===== src/rtl/fx_pkg.sv =====
// rtl/fx_pkg.sv - shared constants and helpers for the fixed-point MAC lanes
// Purpose: rounding-mode encodings, accumulator width and saturation bounds.
package fx_pkg;

    localparam logic [1:0] RND_TRUNC     = 2'd0;
    localparam logic [1:0] RND_HALF_UP   = 2'd1;
    localparam logic [1:0] RND_HALF_EVEN = 2'd2;

    // Wide enough to sum KMAX full-width products without ever wrapping.
    function automatic int acc_width(input int width, input int kmax);
        return $clog2(kmax + 1) + 2 * width;
    endfunction

    function automatic longint sat_max(input int width);
        return (longint'(1) <<< (width - 1)) - 1;
    endfunction

    function automatic longint sat_min(input int width);
        return -(longint'(1) <<< (width - 1));
    endfunction

endpackage


===== src/rtl/fx_round_sat.sv =====
// rtl/fx_round_sat.sv - per-lane rounding, rescale and saturation
// Purpose: turn a WA-bit Q-format window sum into a WIDTH-bit result.
// Ports:
//   sum_i   - signed accumulated window sum (2*FRACTION fractional bits)
//   rmode_i - rounding mode (truncate / half-up / half-even)
//   res_o   - rounded, saturated result (FRACTION fractional bits)
//   sat_o   - result was clipped to the representable range
module fx_round_sat
    import fx_pkg::*;
#(
    parameter int WIDTH    = 8,
    parameter int FRACTION = 4,
    parameter int WA       = 21
) (
    input  logic signed [WA-1:0]    sum_i,
    input  logic        [1:0]       rmode_i,
    output logic        [WIDTH-1:0] res_o,
    output logic                    sat_o
);

    localparam logic        [FRACTION-1:0] HALF  = FRACTION'(1) << (FRACTION - 1);
    localparam logic signed [WA-1:0]       MAX_V = WA'(sat_max(WIDTH));
    localparam logic signed [WA-1:0]       MIN_V = WA'(sat_min(WIDTH));

    logic        [FRACTION-1:0] frac;
    logic                       inc;
    logic signed [WA-1:0]       shifted;
    logic signed [WA-1:0]       rounded;

    always_comb begin
        frac = sum_i[FRACTION-1:0];
        inc  = 1'b0;
        case (rmode_i)
            RND_HALF_UP:   inc = (frac >= HALF);
            // Ties go to the even neighbour: look at the lowest kept bit.
            RND_HALF_EVEN: inc = (frac > HALF) || ((frac == HALF) && sum_i[FRACTION]);
            default:       inc = 1'b0;
        endcase
        shifted = sum_i >>> FRACTION;
        // Increment before the range check so a round-up past the top saturates.
        rounded = shifted + $signed({{(WA-1){1'b0}}, inc});
        if (rounded > MAX_V) begin
            res_o = MAX_V[WIDTH-1:0];
            sat_o = 1'b1;
        end else if (rounded < MIN_V) begin
            res_o = MIN_V[WIDTH-1:0];
            sat_o = 1'b1;
        end else begin
            res_o = rounded[WIDTH-1:0];
            sat_o = 1'b0;
        end
    end

endmodule


===== src/rtl/fx_mac_lanes.sv =====
// rtl/fx_mac_lanes.sv - multi-lane fixed-point multiply-accumulate engine
// Purpose: LANES signed products per beat, summed over k beats per window,
//          rounded, saturated and handed off on a valid/ready output.
// Ports:
//   clk, rstn        - clock, asynchronous active-low reset
//   k_i              - beats per window, latched on the first beat
//   rmode_i          - rounding mode, taken from the last beat of a window
//   s_valid/s_ready  - input beat handshake
//   win, din         - packed per-lane weights and data
//   m_valid/m_ready  - result handshake
//   acc_o, sat_o     - packed per-lane results and saturation flags
module fx_mac_lanes
    import fx_pkg::*;
#(
    parameter int WIDTH    = 8,
    parameter int FRACTION = 4,
    parameter int LANES    = 4,
    parameter int KMAX     = 16
) (
    input  logic                          clk,
    input  logic                          rstn,
    input  logic [$clog2(KMAX+1)-1:0]     k_i,
    input  logic [1:0]                    rmode_i,
    input  logic                          s_valid,
    output logic                          s_ready,
    input  logic [LANES*WIDTH-1:0]        win,
    input  logic [LANES*WIDTH-1:0]        din,
    output logic                          m_valid,
    input  logic                          m_ready,
    output logic [LANES*WIDTH-1:0]        acc_o,
    output logic [LANES-1:0]              sat_o
);

    localparam int KW = $clog2(KMAX + 1);
    localparam int WA = acc_width(WIDTH, KMAX);
    localparam int PW = 2 * WIDTH;
    localparam logic [KW-1:0] KMAX_K = KW'(KMAX);

    logic [KW-1:0]             cnt_q, cnt_d;
    logic [KW-1:0]             keff_q, keff_d;
    logic                      p_valid_q, p_valid_d;
    logic                      p_last_q, p_last_d;
    logic [1:0]                rmode_p_q, rmode_p_d;
    logic signed [PW-1:0]      p_q [LANES];
    logic signed [PW-1:0]      p_d [LANES];
    logic signed [WA-1:0]      acc_q [LANES];
    logic signed [WA-1:0]      acc_d [LANES];
    logic                      m_valid_q, m_valid_d;
    logic [LANES*WIDTH-1:0]    acc_o_q, acc_o_d;
    logic [LANES-1:0]          sat_o_q, sat_o_d;

    logic signed [WA-1:0]      sum_w [LANES];
    logic [LANES*WIDTH-1:0]    res_w;
    logic [LANES-1:0]          sat_w;

    logic                      stall;
    logic                      accept;
    logic                      out_load;
    logic [KW-1:0]             k_new;
    logic [KW-1:0]             k_cur;

    for (genvar n = 0; n < LANES; n++) begin : g_lane
        assign sum_w[n] = acc_q[n] + $signed({{(WA-PW){p_q[n][PW-1]}}, p_q[n]});

        fx_round_sat #(
            .WIDTH    (WIDTH),
            .FRACTION (FRACTION),
            .WA       (WA)
        ) u_round_sat (
            .sum_i    (sum_w[n]),
            .rmode_i  (rmode_p_q),
            .res_o    (res_w[n*WIDTH +: WIDTH]),
            .sat_o    (sat_w[n])
        );
    end

    // A finished window waiting on a full output register freezes both stages.
    assign stall   = p_valid_q & p_last_q & m_valid_q & ~m_ready;
    assign s_ready = ~stall;
    assign m_valid = m_valid_q;
    assign acc_o   = acc_o_q;
    assign sat_o   = sat_o_q;

    always_comb begin
        accept   = s_valid & ~stall;
        out_load = p_valid_q & p_last_q & (~m_valid_q | m_ready);
        k_new    = (k_i == '0) ? KW'(1) : ((k_i > KMAX_K) ? KMAX_K : k_i);
        // The first beat of a window uses the freshly clamped k; later beats use the latch.
        k_cur    = (cnt_q == '0) ? k_new : keff_q;

        cnt_d     = cnt_q;
        keff_d    = keff_q;
        p_valid_d = p_valid_q;
        p_last_d  = p_last_q;
        rmode_p_d = rmode_p_q;
        m_valid_d = m_valid_q;
        acc_o_d   = acc_o_q;
        sat_o_d   = sat_o_q;
        for (int n = 0; n < LANES; n++) begin
            p_d[n]   = p_q[n];
            acc_d[n] = acc_q[n];
        end

        if (accept) begin
            keff_d    = k_cur;
            p_valid_d = 1'b1;
            p_last_d  = (cnt_q == k_cur - KW'(1));
            cnt_d     = p_last_d ? '0 : cnt_q + KW'(1);
            rmode_p_d = rmode_i;
            for (int n = 0; n < LANES; n++) begin
                p_d[n] = $signed(win[n*WIDTH +: WIDTH]) * $signed(din[n*WIDTH +: WIDTH]);
            end
        end else if (!stall) begin
            p_valid_d = 1'b0;
        end

        if (p_valid_q && !p_last_q) begin
            for (int n = 0; n < LANES; n++) begin
                acc_d[n] = sum_w[n];
            end
        end

        if (out_load) begin
            m_valid_d = 1'b1;
            acc_o_d   = res_w;
            sat_o_d   = sat_w;
            for (int n = 0; n < LANES; n++) begin
                acc_d[n] = '0;
            end
        end else if (m_ready) begin
            m_valid_d = 1'b0;
        end
    end

    always_ff @(posedge clk or negedge rstn) begin
        if (!rstn) begin
            cnt_q     <= '0;
            keff_q    <= '0;
            p_valid_q <= 1'b0;
            p_last_q  <= 1'b0;
            rmode_p_q <= RND_TRUNC;
            m_valid_q <= 1'b0;
            acc_o_q   <= '0;
            sat_o_q   <= '0;
            for (int n = 0; n < LANES; n++) begin
                p_q[n]   <= '0;
                acc_q[n] <= '0;
            end
        end else begin
            cnt_q     <= cnt_d;
            keff_q    <= keff_d;
            p_valid_q <= p_valid_d;
            p_last_q  <= p_last_d;
            rmode_p_q <= rmode_p_d;
            m_valid_q <= m_valid_d;
            acc_o_q   <= acc_o_d;
            sat_o_q   <= sat_o_d;
            for (int n = 0; n < LANES; n++) begin
                p_q[n]   <= p_d[n];
                acc_q[n] <= acc_d[n];
            end
        end
    end

endmodule


===== config.mk =====
export PLATFORM = sky130hd
export DESIGN_NAME = fx_mac_lanes
export DESIGN_NICKNAME = d
export VERILOG_FILES = /design/src/rtl/fx_pkg.sv /design/src/rtl/fx_round_sat.sv /design/src/rtl/fx_mac_lanes.sv
export SDC_FILE = /design/constraint.sdc
export NUM_CORES = 1
export LEC_CHECK = 0
export BUFFER_PORTS_ARGS = -buffer_cell sky130_fd_sc_hd__buf_2
export CAP_MARGIN = 30
export CELL_PAD_IN_SITES_DETAIL_PLACEMENT = 0
export CELL_PAD_IN_SITES_GLOBAL_PLACEMENT = 2
export CORE_MARGIN = 2
export CORE_UTILIZATION = 43
export DETAILED_ROUTE_END_ITERATION = 8
export GPL_TIMING_DRIVEN = 0
export PLACE_DENSITY_LB_ADDON = 0.25
export SYNTH_ARGS = -nofsm -noshare
export SYNTH_HDL_FRONTEND = slang
export SYNTH_HIERARCHICAL = 1
export SYNTH_SLANG_ARGS = --single-unit
export TNS_END_PERCENT = 1

===== constraint.sdc =====
create_clock -name clk -period 13.1 [get_ports clk]
set_input_delay 1.31 -clock clk [delete_from_list [all_inputs] [get_ports clk]]
set_output_delay 1.31 -clock clk [all_outputs]
set_load 0.02 [all_outputs]

# ---- After elaboration in Yosys (flattened, before gate mapping)
# Cells that the tools add are included.
dict set report word_totals {
  reg_bits 199
  input_bits 75
  output_inout_bits 38
  elab_cells 108
}
dict set report op_classes {
  add_sub_neg 10
  n_mul 4
  order_cmp 17
  n_eq_ne 8
  mux 30
  n_bitwise 9
  n_reduce_logical 14
}
# op n
set ops {}
lappend ops {{84-bit 2-to-1 mux} 2}
lappend ops {{21-bit by 16-bit adder with 21-bit output} 4}
lappend ops {{21-bit by 8-bit greater-than comparator with 1-bit output, second input constant} 4}
lappend ops {{21-bit by 8-bit < comparator with 1-bit output, second input constant} 4}
lappend ops {{17-bit by 2-bit adder with 18-bit output} 4}
lappend ops {{8-bit by 8-bit multiplier with 16-bit output} 4}
lappend ops {{8-bit 2-to-1 mux} 8}
lappend ops {{5-bit 2-to-1 mux} 4}
lappend ops {{4-bit == test, second input constant} 4}
lappend ops {{4-bit greater-or-equal comparator, second input constant} 4}
lappend ops {{4-bit greater-than comparator, second input constant} 4}
lappend ops {{1-bit 2-to-1 mux} 12}
lappend ops {{5-bit logical NOT} 2}
lappend ops {{1-bit one-hot mux with 2 select lines} 4}
lappend ops {{5-bit by 1-bit adder with 5-bit output, second input constant} 1}
lappend ops {{1-bit AND} 5}
lappend ops {{5-bit == test} 1}
lappend ops {{5-bit greater-than comparator, second input constant} 1}
lappend ops {{1-bit logical AND} 5}
lappend ops {{5-bit by 1-bit subtractor with 5-bit output, second input constant} 1}
lappend ops {{1-bit logical OR} 4}
lappend ops {{2-bit nonzero test} 2}
lappend ops {{1-bit inverter} 3}
lappend ops {{2-bit by 1-bit == test with 1-bit output, second input constant} 1}
lappend ops {{other kinds (4)} 4}

# ---- Longest topological paths before layout
# Gate-level depths: netlist of the first run.
dict set report depth {
  word_depth 9
  depth_mapped 20
  mapped_depth_nobuf 19
}

# ---- Cells and area by module
# The synthesis of the first run kept the hierarchy.
# mod instances cells_per_inst area_each_um2
set by_module_without_submodules {}
lappend by_module_without_submodules {fx_mac_lanes 1 2360 21424.3}
lappend by_module_without_submodules {fx_round_sat 4 96 703.2}

# ---- Worst setup path before layout of the first run
# OpenSTA, ideal clock, no wires.
dict set report synth_timing {
  path_type {input to register}
  start {input win[27]}
  end {register p_q[15] (netlist name)}
  setup_ns 0.132
  t_arrival_ns 5.328
  required_time_ns 12.968
  setup_slack_ns 7.640
  path_stages 18
  path_buffers 0
  path_cell_list {and2_1 fa_1 inv_1 fa_1 inv_1 fa_1 inv_1 fa_1 inv_1 ha_1 nand2_1 o21ai_1 or4_1 a311oi_1 o21bai_1 a21oi_1 xnor2_1 o21ai_1}
}
dict set report synth_via {
  elab_chain_len 1
}
# item line
set synth_rtl {}
lappend synth_rtl {{from (decl)} fx_mac_lanes.sv:26} ;# input logic [LANES*WIDTH-1:0] win,
lappend synth_rtl {{8-bit by 8-bit multiplier with 16-bit output} fx_mac_lanes.sv:111} ;# p_d[n] = $signed(win[n*WIDTH +: WIDTH]) * $signed(din[n*WIDTH +: WIDTH]);
lappend synth_rtl {{to (signal, indexed assignment)} fx_mac_lanes.sv:159} ;# p_q[n] <= p_d[n];
lappend synth_rtl {{to (decl)} fx_mac_lanes.sv:44} ;# logic signed [PW-1:0] p_q [LANES];
# Every way passes these cells.
# A chain may end at the register's enable or synchronous reset.

# ---- Worst setup path in the final report of the first run
dict set report layout_timing {
  start {input din[0]}
  end {register p_q[63] (netlist name)}
}
dict set report layout_via {
  elab_chain_len 1
}
# item line
set layout_rtl {}
lappend layout_rtl {{from (decl)} fx_mac_lanes.sv:27} ;# input logic [LANES*WIDTH-1:0] din,
lappend layout_rtl {{8-bit by 8-bit multiplier with 16-bit output} fx_mac_lanes.sv:111}
# Every way passes these cells.

==> results of run 1 <==
## layout make-up
cell class,instances,area [um2],area share
buffer,70,294.0,0.01113
clock buffer,18,439.2,0.01663
clock inverter,14,156.4,0.005921
inverter,390,1464,0.05542
multi-input combinational,2085,17500,0.6625
sequential,199,4980,0.1885
tap,756,945.9,0.03581
timing repair buffer,116,635.6,0.02406
## synth_stat cells (16+ instances only)
cell / number / area (um2)
a21o_1: 29 / 217.7
a21oi_1: 104 / 520.5
a31oi_1: 18 / 112.6
and2_1: 171 / 1070
and3_1: 17 / 106.4
clkbuf_1: 47 / 176.4
dfrtp_1: 199 / 4980
fa_1: 224 / 4484
ha_1: 219 / 2740
inv_1: 390 / 1464
mux2_2: 42 / 473.0
nand2_1: 323 / 1212
nand2b_1: 27 / 168.9
nand3_1: 58 / 290.3
nand4_1: 52 / 325.3
nor2_1: 80 / 300.3
nor2b_1: 36 / 225.2
nor3_1: 45 / 225.2
o211ai_1: 27 / 202.7
o21a_1: 17 / 127.6
o21ai_0: 96 / 480.5
o21ai_1: 67 / 335.3
o21bai_1: 16 / 120.1
o2bb2ai_1: 20 / 175.2
or3_1: 19 / 118.9
xnor2_1: 126 / 1104
xor2_1: 53 / 464.2
## critical path, cell delays in order
cell and delay [ps]:
buf_2 150, and2_1 200, ha_1 430, inv_1 150
fa_1 550, inv_1 50, fa_1 470, inv_1 50
fa_1 520, inv_1 40, ha_1 230, or3_1 380
a311o_1 300, a31oi_1 350, nor2b_1 100, o21ai_1 180
a21oi_1 110, xnor2_1 290, o21ai_1 90
## metal layers
layer	vias up	global-route usage
li1	9483	-
met3	54	0.02621
met1	9577	0.3231
met4	0	0.06304
met2	343	0.3588
met5	-	0
## how the worst min path moves through the flow
| stage | to | slack [ps] | depth (start not counted) |
|---|---|---|---|
| 6_report | p_q[16]$_DFFE_PN0P_ | 490 | 2 |
| 3_3_place_gp | p_q[16]$_DFFE_PN0P_ | 460 | 2 |
| 4_1_cts | p_q[16]$_DFFE_PN0P_ | 490 | 2 |
| 2_1_floorplan | p_q[0]$_DFFE_PN0P_ | 450 | 2 |
| 5_1_grt | p_q[16]$_DFFE_PN0P_ | 500 | 2 |
| 3_5_place_dp | p_q[16]$_DFFE_PN0P_ | 470 | 2 |
## logic make-up after synthesis
| logic type | Yosys count |
|---|---|
| and+or+nand+nor | 900 |
| AOI/OAI and AO/OA | 512 |
| buffers and inverters | 460 |
| adders and majority gates | 443 |
| DFF | 199 |
| xor gates and xnor gates | 183 |
| muxes | 47 |
## sequential cells by signal (all words and copies together) (netlist names)
| register | count |
|---|---|
| acc_q | 84 |
| p_q | 64 |
| acc_o | 32 |
| cnt_q | 5 |
| keff_q | 5 |
| sat_o | 4 |
| rmode_p_q | 2 |
| m_valid | 1 |
| p_last_q | 1 |
| p_valid_q | 1 |
## cell usage in the layout (no fill, tap or decap), types with 12 or more instances in the layout
cell type    n
and2_1     171
nor2_1      80
o21bai_1    16
clkbuf_16   17
o2bb2ai_1   20
mux2_2      42
a211oi_1    13
a21oi_1    104
and4_1      15
o21ai_0     96
a22o_1      14
xnor2_1    126
nand2b_1    27
nor3_1      45
o21a_1      17
a31oi_1     18
clkbuf_1    47
o31ai_1     12
nand3_1     58
a21o_1      29
ha_1       219
or3_1       19
o211ai_1    27
fa_1       224
xor2_1      53
and3_1      17
nand2_1    323
nand4_1     52
dfrtp_1    199
nor2b_1     36
buf_2      122
o21ai_1     67
inv_1      390
## per-stage QoR
step | worst slack [ps] | util | cell area [um2] | cells
after floorplan | 7640 | - | 24240 | 2744
after global placement | 6990 | 0.4592 | 25740 | 3612
after detailed placement | 6964 | 0.4606 | 25820 | 3616
after CTS | 7492 | 0.4712 | 26410 | 3648
after global routing | 7191 | 0.4712 | 26410 | 3648
final | 7505 | 0.4712 | 26410 | 3648
==> flow_summary.toml, run 1 <==
[min_path]
hp-class = "flip-flop to flip-flop"
min_from = "p_q[16]$_DFFE_PN0P_"

[floorplan]
core_area_um2 = 56060
rows = 87
fp.dieW_um = 241.4
initial_core_util = 0.4323
die_h_um = 241.4
dieArea_um2 = 58280
io_pins = 113

[final_layout]
layout.nets = 3397
diodes = 0
fill_cells = 5543
area_delta_synth_final_pct = 8.983
final_layout_size_suffix_gt1_frac = 0.08956

[placement]
portBuffers = 112
gp_congestion = 0.8666
dp_hpwl_mm = 50.47

[outcome]
status = "finished, final reports clean"

[worst_setup_path]
critPathRequiredTime_ps = 13450
r2r_setup_slack_ps = 8040
worst-setup-path-type = "input pin to flip-flop"
start_kind = "input pin"
crit_end = "p_q[63]$_DFFE_PN0P_"
r2r-end = "acc_o[3]$_DFFE_PN0P_"
startpoint = "din[0]"
worst_setup_path_end_kind = "flip-flop"
crit-reg2reg-launch = "p_q[48]$_DFFE_PN0P_"
r2r_cells = 20
worstPathArrival_ps = 5950
critPathMaxFanout = 8

[sta]
setup_tns_ps = 0
min_period_ps = 5595
min_period_over_period = 0.4271
tightestPinTransition_ps = 983.4
holdWs_ps = 488.1
hold_violations = 0
relSlewSlack = 0.3444
finalSetupViolCount = 0
rsz0062_at_grt = "no"
fmax_mhz = 178.7
slew_violations = 0
fin_worst_skew_ps = 13.71

[logic_synthesis]
synthCells = 2744
ys_ff_latch = 199
synth-seq-area-share = 0.2055
synthArstFlopShare = 1.000
synthMuxAreaShare = 0.02163
syn-num-nets = 3262
synth_xor_area_frac = 0.06737
ys_types = 75
ys_warn_count = 6
synthAdderAreaFrac = 0.2981
syn_avg_cell_area_um2 = 8.833
synth_top_family_by_area = "adder cells"
synth_area_um2 = 24240
ys.flop_type = "dfrtp_1"
yosys.area_share.simple = 0.1917
synth-edff-count = 0
synth-compound-area-share = 0.1433

[clock_tree]
ctsResizeCount = 0
postCtsHoldBufs = 0
cts_tree = "built"
cts.htree.levels = 4
clock_path_buffers = 2
worstSkewPairLatency_ps = 490
clkSinkCount = 199
postCtsSetupBuffers = 0
clock-root-buffer = "clkbuf_16"
clk_pin_slew_ps = 80
cts_buffers = 17

[drt]
drt-met1-wl_mm = 30.57
met3WireLength_mm = 2.305
vias = 19457
drcViolationCount = 0
first_iter_violations = 941
dr.pass1.iters = 5
top_layer = "met4"
wl_per_cell_um = 17.01
viasPerCell = 5.334
wl_met2_mm = 27.98
ant_nets = 0
wirelength_mm = 62.06

[global_routing]
antenna_found_initial = 0
grt_max_degree = 111
overflow = 0
grt_use_total = 0.2251
first_global_vias = 19661
grt_pass1_wl_mm = 103.3

[flow_run]
drv_cap = 0
Power of run 1 is left out: the tool's default activity adds up to more than one toggle a clock period on the data nets, which glitch-free logic cannot reach.
==> run 2: changes to the inputs <==
CORE_UTILIZATION = 40   (was 43)
clock period = 5.35 ns   (was 13.1 ns; I/O delays follow)
==> run 2 against run 1 <==
Clock-buffer cell count stayed put. Largest cell class unchanged. Die area is 7.4% higher. Clock skew is 3.8 ps higher. Global-route usage is 1.6 points lower. Core utilization is 3.1 points lower. Critical path type unchanged. Sequential share of layout area hardly changed. Critical endpoint unchanged.
==> flow_summary.toml, run 2 (synthesis results as in run 1) <==
[placement]
gp_congestion = 0.8641
portBuffers = 112
numPlacedInstances = 3644
dp_hpwl_mm = 50.82

[final_layout]
final_cells = 3676
fin_util = 0.4404
final_common_cell = "inv_1"
area_delta_synth_final_pct = 9.266
diodes = 0
largest_reg_flops = 84
top_register = "acc_q"
final_layout_size_suffix_gt1_frac = 0.09088
layout.nets = 3399
final_cell_mix = "inv_1 (390), nand2_1 (323), fa_1 (224)"

[worst_setup_path]
critPathRequiredTime_ps = 5700
critPathTopFamily = "adder cells"
worst_setup_path_end_kind = "flip-flop"
slowest_stage = "fa_1"
critPathMostFrequentCell = "inv_1"
start_kind = "input pin"
timing.critical_path.buf_inv = 5
crit_path_cell_trace = "buf_2, and2_1, ha_1, inv_1, fa_1, inv_1, fa_1, inv_1, fa_1, inv_1, ha_1, or3_1, a311o_1, a31oi_1, nor2b_1, o21ai_1, a21oi_1, xnor2_1, o21ai_1"
crit_path_max_incr_delay_ps = 550
worstPathArrival_ps = 5270
worst-setup-path-type = "input pin to flip-flop"
critPathMaxFanout = 8
r2r_setup_slack_ps = 450

[floorplan]
io_pins = 113
core_area_um2 = 60130
dieArea_um2 = 62580
fp.dieW_um = 250.2
die_h_um = 250.2
rows = 90
initial_core_util = 0.4031

[global_routing]
grt_use_total = 0.2091
overflow = 0
grt_pass1_wl_mm = 104.7
grt_use_met2 = 0.3267
grt_max_degree = 116
antenna_found_initial = 0
grtUsageMet1 = 0.3050
busiest_layer = "met2"
first_global_vias = 19722
use_met3 = 0.02920

[clock_tree]
postCtsHoldBufs = 0
clk_pin_slew_ps = 80
cts.htree.levels = 4
cts_buffers = 17
clock-root-buffer = "clkbuf_16"
clkSinkCount = 199
postCtsSetupBuffers = 0
clock_path_buffers = 2
cts_tree = "built"
worstSkewPairLatency_ps = 490

[outcome]
status = "finished, final reports clean"

[drt]
viasPerCell = 5.276
ant_nets = 0
wirelength_mm = 63.06
dr.pass1.iters = 5
vias = 19393
wl_per_cell_um = 17.15
first_iter_violations = 1007
drcViolationCount = 0

[sta]
tightestPinTransition_ps = 961.7
min_period_ps = 4916
fmax_mhz = 203.4
finalSetupViolCount = 0
rsz0062_at_grt = "no"
relSlewSlack = 0.3589
hold_violations = 0
slew_violations = 0
min_period_over_period = 0.9189
fin_worst_skew_ps = 17.49

[min_path]
hp-class = "input pin to async pin"

[flow_run]
drv_cap = 0
-- run 2: changes by cell type in the layout (fill, tap and decap cells not counted), sizes merged --
cell	delta
buf	+2
inv	-1
clkinv	+1
-- run 2: stage by stage --
step	worst slack, ps	setup TNS [ps]	area, um2	hold WS, ps
after floorplan	664.9	0	24240	239.4
after global placement	-54.48	-54.48	25780	467.8
after detailed placement	-62.77	-62.77	25870	475.2
after CTS	234.9	0	26470	43.01
after global routing	40.73	0	26480	79.32
final	434.0	0	26480	32.32
-- run 2: worst reg2reg max path, stage by stage (launching register included) --
cell and delay [ps]:
dfrtp_1 360, ha_1 210, inv_1 70, fa_1 410, nor2b_1 160, o21ai_0 90
a21oi_1 410, or4_1 200, a21oi_1 60, nor3b_1 430, ha_1 240, ha_1 280
and3_1 180, clkbuf_1 230, nand4_1 120, o211ai_1 180, nand4_1 200, o31ai_4 390
o211ai_1 250, mux2_2 320
-- run 2: path summary, 6_finish.rpt --
check                                   endpoint                 from  cells past startpoint
setup reg to reg           acc_o[11]$_DFFE_PN0P_  p_q[32]$_DFFE_PN0P_                     19
max in group asynchronous     p_q[9]$_DFFE_PN0P_                 rstn                      2
hold reg to reg              p_q[32]$_DFFE_PN0P_  p_q[32]$_DFFE_PN0P_                      2
min in group clk           p_valid_q$_DFFE_PN0P_              s_valid                      2
hold / removal             acc_o[10]$_DFFE_PN0P_                 rstn                      1
setup / recovery             p_q[63]$_DFFE_PN0P_               din[0]                     19
-- run 2: layout make-up --
class	count	area, um2
Fill cell	6071	33650
Multi-Input combinational cell	2085	17510
Sequential cell	199	4980
Inverter	390	1464
Tap cell	782	978.4
Timing Repair Buffer	118	658.1
Clock buffer	18	439.2
Buffer	70	294.0
Clock inverter	14	157.7
-- run 2: what timing repair did --
action | in CTS | in global routing
gates resized for setup | 0 | 2
setup endpoints to repair | 0 | 14
hold endpoints to repair | 0 | 0
-- run 2: metal layers --
metal,part of all wire,routed length [um]
met5,0,0
met4,0.017,1070
met3,0.035,2192
met2,0.44,28040
met1,0.50,31750
Power of run 2 is left out for the same reason.
